File: src/rtl/sync_counter.sv
// Modulo-MOD up/down counter built from per-bit toggle stages, with clear, load, enable and direction.
// Latency: q and wrap are registered and update one clk edge after the controls are sampled. tc is combinational.
// Backpressure: none. The counter steps on every enabled edge. Define SYNC_CNT_SAT_EN to add the sat (saturate) port.
module sync_counter #(
    parameter int     WIDTH = 4,
    parameter longint MOD   = 16
) (
    input  logic             clk,
    input  logic             rstn,
    input  logic             clr,
    input  logic             load,
    input  logic [WIDTH-1:0] din,
    input  logic             en,
    input  logic             up_dn,
`ifdef SYNC_CNT_SAT_EN
    input  logic             sat,
`endif
    output logic [WIDTH-1:0] q,
    output logic             tc,
    output logic             wrap
);

    // Largest count value, plus whether the modulus spans the full binary range.
    localparam logic [63:0]      MOD_L      = 64'(MOD);
    localparam logic [63:0]      MAX_L      = 64'(MOD - 1);
    localparam logic [WIDTH-1:0] MAX_VAL    = MAX_L[WIDTH-1:0];
    localparam bit               FULL_RANGE = (MOD == (longint'(1) << WIDTH));

    logic [WIDTH-1:0] cnt_q;
    logic [WIDTH-1:0] cnt_d;
    logic             wrap_q;
    logic             wrap_d;
    logic [WIDTH-1:0] tgl;
    logic [WIDTH-1:0] chain_nxt;
    logic             lo_ones;
    logic             lo_zeros;
    logic             at_max;
    logic             at_zero;
    logic             at_bound;
    logic             sat_hold;

`ifdef SYNC_CNT_SAT_EN
    assign sat_hold = sat;
`else
    assign sat_hold = 1'b0;
`endif

    assign at_max   = (cnt_q == MAX_VAL);
    assign at_zero  = (cnt_q == '0);
    assign at_bound = up_dn ? at_max : at_zero;

    // Toggle chain: bit i flips when every lower bit is at its carry state (all ones up, all zeros down).
    always_comb begin
        tgl      = '0;
        lo_ones  = 1'b1;
        lo_zeros = 1'b1;
        for (int i = 0; i < WIDTH; i++) begin
            tgl[i]   = en & (up_dn ? lo_ones : lo_zeros);
            lo_ones  = lo_ones & cnt_q[i];
            lo_zeros = lo_zeros & ~cnt_q[i];
        end
        chain_nxt = cnt_q ^ tgl;
    end

    // Next-state selection in priority order clr > load > en > hold. The bound is handled by reload, saturation or the natural chain wrap.
    always_comb begin
        cnt_d  = cnt_q;
        wrap_d = 1'b0;
        if (clr) begin
            cnt_d = '0;
        end else if (load) begin
            // An out-of-range load value clamps to the top of the count range.
            if (64'(din) >= MOD_L) begin
                cnt_d = MAX_VAL;
            end else begin
                cnt_d = din;
            end
        end else if (en) begin
            if (at_bound) begin
                if (sat_hold) begin
                    cnt_d = cnt_q;
                end else begin
                    wrap_d = 1'b1;
                    if (FULL_RANGE) begin
                        cnt_d = chain_nxt;
                    end else begin
                        cnt_d = up_dn ? '0 : MAX_VAL;
                    end
                end
            end else begin
                cnt_d = chain_nxt;
            end
        end
    end

    // Count and wrap-pulse registers. Reset clears both without waiting for clk.
    always_ff @(posedge clk or negedge rstn) begin
        if (!rstn) begin
            cnt_q  <= '0;
            wrap_q <= 1'b0;
        end else begin
            cnt_q  <= cnt_d;
            wrap_q <= wrap_d;
        end
    end

    assign q    = cnt_q;
    assign wrap = wrap_q;
    assign tc   = en & at_bound;

endmodule

File: config.mk
export PLATFORM = sky130hd
export DESIGN_NAME = sync_counter
export DESIGN_NICKNAME = d
export VERILOG_FILES = /design/src/rtl/sync_counter.sv
export SDC_FILE = /design/constraint.sdc
export NUM_CORES = 1
export LEC_CHECK = 0
export ABC_AREA = 1
export CORE_AREA = 5 5 42 44
export CTS_CLUSTER_SIZE = 40
export DETAILED_ROUTE_END_ITERATION = 12
export DIE_AREA = 0 0 47 49
export GPL_TIMING_DRIVEN = 0
export PLACE_DENSITY = 0.63
export SYNTH_ARGS = -nofsm -noshare
export SYNTH_HDL_FRONTEND = slang
export SYNTH_SLANG_ARGS = --single-unit
File: constraint.sdc
create_clock -name clk -period 1.2 [get_ports clk]
set_input_delay 0.24 -clock clk [delete_from_list [all_inputs] [get_ports clk]]
set_output_delay 0.24 -clock clk [all_outputs]
set_load 0.05 [all_outputs]
== Word-level counts from Yosys, hierarchy flattened ==
Index checks and enable logic that the tools add are counted.

* Multiplexer cells: 11
* Equal/unequal tests: 1
* Bitwise operators: 12
* Reduce and logical (&&, ||, !) cells: 2

{| class="wikitable"
|+ Operators by type and width
! operator !! count
|-
| 2-to-1 mux 4 bit || 3
|-
| bitwise AND 1 bit || 8
|-
| 2-to-1 mux 1 bit || 8
|-
| equality test 4 bit, second input constant || 1
|-
| logical NOT 4 bit || 1
|-
| XOR 4 bit || 1
|-
| inverter 1 bit || 3
|-
| nonzero test 3 bit || 1
|}

* Bits in registers: 5
* Word-level logic and storage cells: 28
* Output and inout port bits: 6
* Bits of input ports: 10

== Logic depth before layout (Yosys ltp) ==
* Word-level depth: 9
* Depth in mapped cells: 9
* Mapped depth without buffers: 8

== Least setup slack after synthesis ==
OpenSTA, ideal clock, no wires.

* Kind: register -> register
* Start: register cnt_q[0] (netlist: q[0])
* End: register wrap_q (netlist: wrap)
* Path buffers: 1
* Clock period less this slack: 1796 ps
* Arrival time: 1723 ps
* Data required time: 1127 ps
* Setup time: 73 ps
* Slack: -596 ps
* Cell stages (with the launch flop): 8
* Cell sequence: dfrtp_1 buf_6 nand3_1 nand2_2 nand3_2 a21oi_2 nand2_1 nor2_1

* Longest elaborated chain between the ends: 6
* Elaborated cells between the ends (all ways): 7
* Classes of those cells: eq/ne: 1; mux: 5; reduce/logical: 1

{| class="wikitable"
|+ Ends and longest elaborated chain
! item !! RTL line !! RTL
|-
| start: declaration || 29 || <nowiki>logic [WIDTH-1:0] cnt_q;</nowiki>
|-
| start signal: assignment || 102 || <nowiki>cnt_q <= cnt_d;</nowiki>
|-
| equality test 4 bit / logical NOT 4 bit (equally long branches) || 48, 49 ||
|-
| 2-to-1 mux 1 bit * || 50 || <nowiki>assign at_bound = up_dn ? at_max : at_zero;</nowiki>
|-
| 2-to-1 mux 1 bit * || 79 || <nowiki>if (at_bound) begin</nowiki>
|-
| 2-to-1 mux 1 bit * || 78 || <nowiki>end else if (en) begin</nowiki>
|-
| 2-to-1 mux 1 bit * || 71 || <nowiki>end else if (load) begin</nowiki>
|-
| 2-to-1 mux 1 bit * || 69 || <nowiki>if (clr) begin</nowiki>
|-
| via wrap_d || 32 || <nowiki>logic wrap_d;</nowiki>
|-
| end signal: assignment || 103 || <nowiki>wrap_q <= wrap_d;</nowiki>
|-
| end: declaration || 31 || <nowiki>logic wrap_q;</nowiki>
|}

Mark *: on every way through the listed nets, which the timed path passes. The rest lies on a longest branch.
A chain may end at the register's enable or synchronous reset.

== Final worst setup path ==
* Start: register cnt_q[0] (netlist: q[0])
* End: output port tc

* Longest elaborated chain between the ends: 3
* Elaborated cells between the ends (all ways): 4
* Classes of those cells: eq/ne: 1; mux: 1; bitwise: 1; reduce/logical: 1

{| class="wikitable"
|+ Ends and longest elaborated chain
! item !! RTL line !! RTL
|-
| equality test 4 bit / logical NOT 4 bit (equally long branches) || 48, 49 ||
|-
| 2-to-1 mux 1 bit * || 50 ||
|-
| bitwise AND 1 bit * || 109 || <nowiki>assign tc = en & at_bound;</nowiki>
|-
| end: declaration || 19 || <nowiki>output logic tc,</nowiki>
|}

Mark *: on every way between the ends. The rest lies on a longest branch, timed or not.

==> flow_summary.ini <==
[status]
status = finished, violations left
failed_checks = setup timing

[cells_and_area]
fill_cells = 153
layout_commonest_cell = nand2_1
syn_to_final_growth_pct = 60.2
fin_nets = 92
layout_common_cells = nand2_1, nor2_1, inv_1
drive_gt1_share_pct = 30.9
antenna-diode-count = 0

[worst_setup_path]
end_kind = primary output
startpoint = q[0]
cp_data_arrival_time_ps = 1360
reg2reg_slack_ps = -170
worstReg2RegStart = q[0]
crit_type = register to primary output
r2r-end = wrap
start_kind = register
worstPathMaxFanout = 4
crit_required_ps = 960
rr_worst_depth = 10
timing.critical_path.to = tc

[clock_tree]
clock_path_buffers = 2
clkTransAtPathRegs_ps = 40
worst_skew_pair.late_latency_ps = 230
cts.sinks = 5
cts_root_buf = clkbuf_4
cts_tree = built
htreeDepth = 1
numCtsBuffers = 3

[detailed_routing]
ant_nets = 0
drt_first_pass_iters = 4
drt_iter0_drc = 3
routedWlPerCell_um = 9.93
via_per_inst = 4.45
routed_wirelength_um = 963
drc = 0
dr_total_vias = 432

[synth]
synth_xor_area_share_pct = 4.53
yosys.area_share.simple_pct = 44.3
synth_nets = 68
synthAdderAreaFrac_pct = 0
yosysTopAreaCell = dfrtp_1
synthesis.area_um2 = 387
synth_top_family_by_area = simple AND/OR/NAND/NOR gates
netlist.area_leader.share_pct = 32.4
synth_compound_area_share_pct = 6.15
syn_inst = 58
seq_area_frac_synth_pct = 32.4
synth.avg_cell_area_um2 = 6.67
synth_seq_cells = 5
synth_mux_area_share_pct = 0
synthTopCellsByArea = dfrtp_1, nand2_1, nor2_1
yosysWarnings = 0
netlist-cell-type-count = 15

[timing]
relSlewSlack_pct = 67.1
clock_skew_ps = 0.865
fin_ws_ps = -395
setup_violations = 5
rsz0062_at_grt = yes
finalHoldViolations = 0
period_minus_slack_ps = 1600
final.setup.tns_ps = -986
fmax_ghz = 0.627
slew_viol_final = 0
worst_pin_slew_ps = 495
post-route-period-util_pct = 133

[pwr]
p_leak_uw = 0.000310
ir_drop_mv = 0.628
finalPower_uw = 605
p_per_area_nw_per_um2 = 977

[floorplanning]
die_y_um = 49
placementRows = 14
die-area_um2 = 2300
die_w_um = 47
coreArea_um2 = 1400
ioPinCount = 16
initial_utilization_pct = 27.6

[global_route]
gr-total-overflow = 0
top_usage_layer = met2
grt_pass1_vias = 406
grtUsageMet2_pct = 14.7
grt_start_max_net_pins = 8
met1_usage_pct = 11.6
antenna_found_initial = 0
grt_pass1_wl_um = 1630
met3_usage_pct = 2.21
grt_usage_pct = 9.12

[place]
port_buffers = 14
dpl.hpwl_um = 716
place_congestion = 0.754

[job]
cap_violations = 0

[hold_path]
hp-class = input pin to asynchronous set/reset pin
## what timing repair did
item	in CTS	in global routing
setup endpoints to repair	10	7
hold buffers	0	0
setup buffers	3	3
resized for setup	26	4
pin swaps	1	3
## final cells by class
type                       count  area [um2]  share of cell area, %
inverter                       6        22.5                   3.64
tap                           16        20.0                   3.23
timing repair buffer          19         160                   25.9
multi-input combinational     45         235                   38.0
clock buffer                   4        26.3                   4.24
buffer                         2        26.3                   4.24
sequential                     5         129                   20.8
## kinds of logic after synthesis
kind of cell	after synthesis
AO/OA/AOI/OAI	4
XOR/XNOR	2
buffers and inverters	8
flip-flops	5
AND/OR/NAND/NOR	39
## worst min path at each step
| stage | endpoint | cells past startpoint |
|---|---|---|
| 2_1_floorplan | q[0] | 0 |
| 4_1_cts | q[1] | 1 |
| 3_3_place_gp | wrap | 1 |
| 5_1_grt | q[1] | 1 |
| 3_5_place_dp | wrap | 1 |
| 6_report | q[3] | 1 |
## metal layers
metal	part of all wire, %	vias up
met2	51	11
met1	41	192
met3	7.8	0
li1	-	229
met5	0	-
met4	0	0
## sequential cells by signal, summed over array words and instances (netlist names)
| register | count |
|---|---|
| q | 4 |
| wrap | 1 |
## cell usage after synthesis
master   instances
o21ai_0          1
buf_6            1
nand4_1          2
or2_2            1
inv_1            6
nor2_1           8
nand3_2          1
a21oi_2          1
buf_8            1
a21oi_1          2
nand2_1         20
dfrtp_1          5
nand2_2          2
nand3_1          5
xor2_1           2
## power by group
part           internal (uW)  leakage [uW]  switching [uW]  total [uW]
clock network            125     0.0000150            61.7         187
registers                183     0.0000618            15.6         198
logic                   90.0      0.000233             130         220
total                    398      0.000310             207         605
## critical path, cell delays in order, from the launching register on
cell and delay [ps]:
dfrtp_2 400, buf_6 120, nor2_2 70, nand2_1 70, nand2_2 80, nand3_4 80
a21oi_4 130, buf_6 170
## per-stage QoR
stage	utilization [%]	setup slack [ps]	hold WS, ps	cell area [um2]	instances
after floorplan	-	-323	-55.6	398	58
after global placement	39.8	-1100	479	558	88
after detailed placement	39.8	-1110	483	558	88
after CTS	42.7	-411	230	598	95
after global routing	44.2	-464	240	619	97
final	44.2	-395	228	619	97
No activity file was read; power rests on OpenSTA's default activity.
